<file path="src/rtl/cpu_control_fsm.sv">
// cpu_control_fsm: multi-cycle fetch/decode/execute sequencer for the 16-bit datapath.
// Define CTRL_FSM_MEMWAIT_EN to stall MEM_RD/MEM_WR until mem_ack.
module cpu_control_fsm #(
   parameter int DATA_W = 16
) (
   input  logic              clk,
   input  logic              rst,
   input  logic [15:0]       instr,
   input  logic [3:0]        flags,
   input  logic              mem_ack,
   output logic              pc_en,
   output logic [1:0]        pc_sel,
   output logic              addr_sel,
   output logic              mem_we,
   output logic              reg_we,
   output logic              wb_sel,
   output logic              flags_we,
   output logic [3:0]        rsrc,
   output logic [3:0]        rdest,
   output logic              r_i,
   output logic [7:0]        opcode,
   output logic [DATA_W-1:0] imm
);
   localparam logic [2:0] FETCH  = 3'd0;
   localparam logic [2:0] DECODE = 3'd1;
   localparam logic [2:0] EXEC   = 3'd2;
   localparam logic [2:0] MEM_RD = 3'd3;
   localparam logic [2:0] MEM_WB = 3'd4;
   localparam logic [2:0] MEM_WR = 3'd5;
   localparam logic [2:0] BRANCH = 3'd6;
   localparam logic [2:0] JUMP   = 3'd7;

   logic [2:0]  state, next;
   logic [15:0] ir_q;
   logic [3:0]  op4, ext, cond, code;
   logic        is_r, is_m, is_b, is_i, is_cmp, arith, active, fsel, taken, ack;

`ifdef CTRL_FSM_MEMWAIT_EN
   assign ack = mem_ack;
`else
   logic unused_ack;
   assign unused_ack = mem_ack;
   assign ack = 1'b1;
`endif

   assign op4    = ir_q[15:12];
   assign cond   = ir_q[11:8];
   assign ext    = ir_q[7:4];
   assign is_r   = op4 == 4'h0;
   assign is_m   = op4 == 4'h4;
   assign is_b   = op4 == 4'hC;
   assign is_i   = !(is_r || is_m || is_b);
   assign is_cmp = (is_r && ext == 4'hB) || op4 == 4'hB;
   // add/sub family and compares update flags; logic ops and moves do not
   assign code   = is_r ? ext : op4;
   assign arith  = (is_r || is_i) && (code inside {4'h5, 4'h6, 4'h7, 4'h9, 4'hA, 4'hB});
   assign fsel   = cond[2:1] == 2'd0 ? flags[3] : cond[2:1] == 2'd1 ? flags[1] :
                   cond[2:1] == 2'd2 ? flags[2] : flags[0];
   assign taken  = cond == 4'hE ? 1'b1 : cond[3] ? 1'b0 : fsel ^ cond[0];

   always_ff @(posedge clk or posedge rst) begin
      if (rst) begin
         state <= FETCH;
         ir_q  <= '0;
      end else begin
         state <= next;
         if (state == FETCH) ir_q <= instr;
      end
   end

   always_comb begin
      next = FETCH;
      case (state)
         FETCH:  next = DECODE;
         DECODE: next = is_b ? BRANCH : !is_m ? EXEC : ext == 4'h0 ? MEM_RD :
                        ext == 4'h4 ? MEM_WR : ext == 4'hC ? JUMP : EXEC;
         MEM_RD: next = ack ? MEM_WB : MEM_RD;
         MEM_WR: next = ack ? FETCH : MEM_WR;
         default: next = FETCH;
      endcase
   end

   assign pc_en    = (state inside {EXEC, MEM_WB, BRANCH, JUMP}) || (state == MEM_WR && ack);
   assign pc_sel   = (state == BRANCH && taken) ? 2'b01 : (state == JUMP && taken) ? 2'b10 : 2'b00;
   assign addr_sel = state inside {MEM_RD, MEM_WB, MEM_WR};
   assign mem_we   = state == MEM_WR;
   assign reg_we   = state == MEM_WB || (state == EXEC && !is_m && !is_cmp);
   assign wb_sel   = state == MEM_WB;
   assign flags_we = state == EXEC && arith;

   // decoded fields are live from DECODE to the end of the instruction
   assign active = state != FETCH;
   assign rsrc   = active && (is_r || is_m) ? ir_q[3:0] : 4'h0;
   assign rdest  = active && !is_b ? ir_q[11:8] : 4'h0;
   assign r_i    = active && is_i;
   assign opcode = !active ? 8'h00 : is_r ? {4'h0, ext} : is_i ? {op4, cond} : 8'h00;
   assign imm    = !active || is_r || is_m ? '0 :
                   (is_i && op4 inside {4'h1, 4'h2, 4'h3}) ? DATA_W'(ir_q[7:0]) :
                   DATA_W'($signed(ir_q[7:0]));
endmodule

</file>
<file path="config.mk">
export PLATFORM = sky130hd
export DESIGN_NAME = cpu_control_fsm
export DESIGN_NICKNAME = d
export VERILOG_FILES = /design/src/rtl/cpu_control_fsm.sv
export SDC_FILE = /design/constraint.sdc
export NUM_CORES = 1
export LEC_CHECK = 0
export ABC_AREA = 0
export CAP_MARGIN = 25
export CELL_PAD_IN_SITES_DETAIL_PLACEMENT = 1
export CELL_PAD_IN_SITES_GLOBAL_PLACEMENT = 1
export CORE_UTILIZATION = 31
export CTS_CLUSTER_DIAMETER = 100
export CTS_CLUSTER_SIZE = 24
export DETAILED_ROUTE_END_ITERATION = 10
export GPL_ROUTABILITY_DRIVEN = 0
export PLACE_DENSITY_LB_ADDON = 0.25
export SKIP_CTS_REPAIR_TIMING = 1
export SLEW_MARGIN = 0
export SYNTH_ARGS = -nofsm -noshare
export SYNTH_HDL_FRONTEND = slang
export SYNTH_SLANG_ARGS = --single-unit
</file>
<file path="constraint.sdc">
create_clock -name clk -period 4.6 [get_ports clk]
set_input_delay 1.15 -clock clk [delete_from_list [all_inputs] [get_ports clk]]
set_output_delay 1.15 -clock clk [all_outputs]
set_load 0.02 [all_outputs]
</file>
==> qor.yml <==
setup_path:
  cp-start-kind: "input pin"
  critical_path_class: "in2out"
  cp_max_fo: 2
  cp.required_ns: 3.45
  critPathCaptureType: "output pin"
  cp.arrival_ns: 2.78
clocking:
  htreeDepth: 1
  clkSlewWorstSetupHoldPaths_ns: 0.07
  cts_made_buffers: 3
  cts_tree: "done"
  clock_path_buffers: 2
  cts.sinks: 19
  clock_latency_ns: 0.26
  clockRootBuffer: "clkbuf_8"
grt:
  grt_antenna_before_repair: 0
  grt_pass1_vias: 1408
  grt-ovfl-total: 0
  grt_max_degree: 22
  met2_usage: 0.342
  grt.met3_usage: 0.0263
  busiest_layer: "met2"
  grt_pass1_wl_microns: 6840
  track_usage: 0.195
  use_met1: 0.244
drt:
  wire_per_inst_microns: 15.0
  ant_nets: 0
  via_per_inst: 4.99
  vias: 1348
  dr.pass1.iters: 4
  drtIter0Drc: 36
  drc_errors: 0
  wl_microns: 4060
die:
  die_h_microns: 68.8
  die_x_microns: 68.8
  io-pin-count: 64
  std_cell_rows: 23
  start_util: 0.334
  die_area_sq_um: 4730
  core_area_sq_um: 4140
pwr:
  power.density_nw_per_um2: 860
  p_leak_nw: 0.842
  finalPower_w: 0.00170
  peakVddDrop_v: 0.000419
logic_synthesis:
  synth_edf_count: 0
  async_reset_ff_frac: 1.00
  synth_seq_cells: 19
  ys_warn_count: 0
  synthesis.area_sq_um: 1380
  syn-num-nets: 196
  synthFlopType: "dfrtp_1"
  yosysSeqAreaShare: 0.344
  synthesis.instances: 173
  avgSynthCellArea_sq_um: 8.00
  synth.distinct_cells: 43
timing:
  grt_setup_unrepaired: "false"
  hold_viol: 0
  hold_slack_ns: 0.500
  fmax_ghz: 0.254
  relSlewSlack: 0.509
  setup_viol_count_final: 0
  setup-tns-final_ns: 0
  period_share: 0.855
  clock_skew_ns: 0.000652
  tightest_slew_ns: 0.736
  post-route-min-period_ns: 3.93
  drv_slew: 0
outcome:
  outcome: "complete, no violations"
placed_design:
  placed_area_sq_um: 1930
  portBuffers: 62
  hpwl_microns: 3060
cells_and_area:
  drive_gt1_frac: 0.0636
  multi_input_area_sq_um: 749
  stdcell_area_sq_um: 1970
  nets: 244
  fillers: 522
  seq_area_sq_um: 475
  syn_to_final_growth_pct: 42.5
  n_antenna_cell: 0
flow_run:
  maxCapViolations: 0
min_path:
  hp-class: "reg2reg"
[synthesized netlist by cell type (all sizes together) (2+ instances only)]
cell    instances  area [sq um]
nand3b          3          22.5
and3            7          43.8
inv             3          11.3
xnor2           2          17.5
o21ai           9          48.8
nor2            9          41.3
mux2i           2          20.0
nand2          47           176
a21o            2          15.0
nand3           2          10.0
or2             2          12.5
dfrtp          19           475
buf            19           144
and2           15          93.8
nor3            7          51.3
a21oi           6          30.0
[sequential cells by signal (all words and copies together), names as in the netlist]
register / cells
state: 3
ir_q: 16
[cells in the final DEF (no fill, tap or decap), types with 2 or more instances in the layout]
| master | n |
|---|---|
| mux2i_1 | 2 |
| nand3_1 | 2 |
| nor3_1 | 5 |
| xnor2_1 | 2 |
| and3_1 | 7 |
| inv_1 | 3 |
| nor2_1 | 8 |
| nand3b_1 | 3 |
| clkdlybuf4s50_1 | 62 |
| clkbuf_8 | 3 |
| o21ai_0 | 6 |
| a21oi_1 | 6 |
| dfrtp_1 | 19 |
| a21o_1 | 2 |
| and2_1 | 15 |
| nand2_1 | 47 |
| o21ai_1 | 2 |
[final cells by class]
type                            instances  area share
Clock buffer                            4      0.0228
Inverter                                3     0.00571
Multi-Input combinational cell        131       0.380
Sequential cell                        19       0.241
Tap cell                               50      0.0317
Timing Repair Buffer                   63       0.319
[layer usage]
metal	share of wire	vias to the layer above
li1	-	660
met1	0.43	646
met2	0.51	37
met3	0.046	5
met4	0.014	0
met5	0	-
[logic make-up after synthesis]
logic type | synth area share
xor+xnor | 0.0190
compound gates | 0.117
simple gates | 0.392
flops | 0.344
buf+inv | 0.115
mux | 0.0145
[critical path: stages]
cell and delay [ns]:
clkdlybuf4s50_1 0.43, nor4bb_1 0.30, nor3_1 0.12, o21ai_1 0.16, clkdlybuf4s50_1 0.62
[final timing paths]
path                       startpoint  cells past startpoint  slack (ns)   endpoint
setup / recovery             flags[0]                      5        0.67  pc_sel[1]
hold / removal                ir_q[0]                      2        0.50    ir_q[0]
setup reg to reg             ir_q[14]                      4        3.07   state[2]
hold reg to reg               ir_q[0]                      2        0.50    ir_q[0]
max in group asynchronous         rst                      2        2.82   ir_q[11]
min in group asynchronous         rst                      2        1.31    ir_q[5]
[through the flow]
| stage | setup slack, ns | utilization | std cells |
|---|---|---|---|
| final | 0.666 | 0.476 | 270 |
| after global routing | 0.533 | 0.476 | 270 |
| after detailed placement | 0.656 | 0.465 | 266 |
| after global placement | 0.742 | 0.465 | 266 |
| after CTS | 0.656 | 0.476 | 270 |
| after floorplan | 1.64 | - | 173 |
[where the power goes]
part	total [W]	switching, W	internal, W
clock network	0.000120	0.0000584	0.0000617
logic	0.00117	0.000629	0.000540
registers	0.000405	0.000155	0.000250
total	0.00170	0.000843	0.000852
No activity file was read; power rests on OpenSTA's default activity.
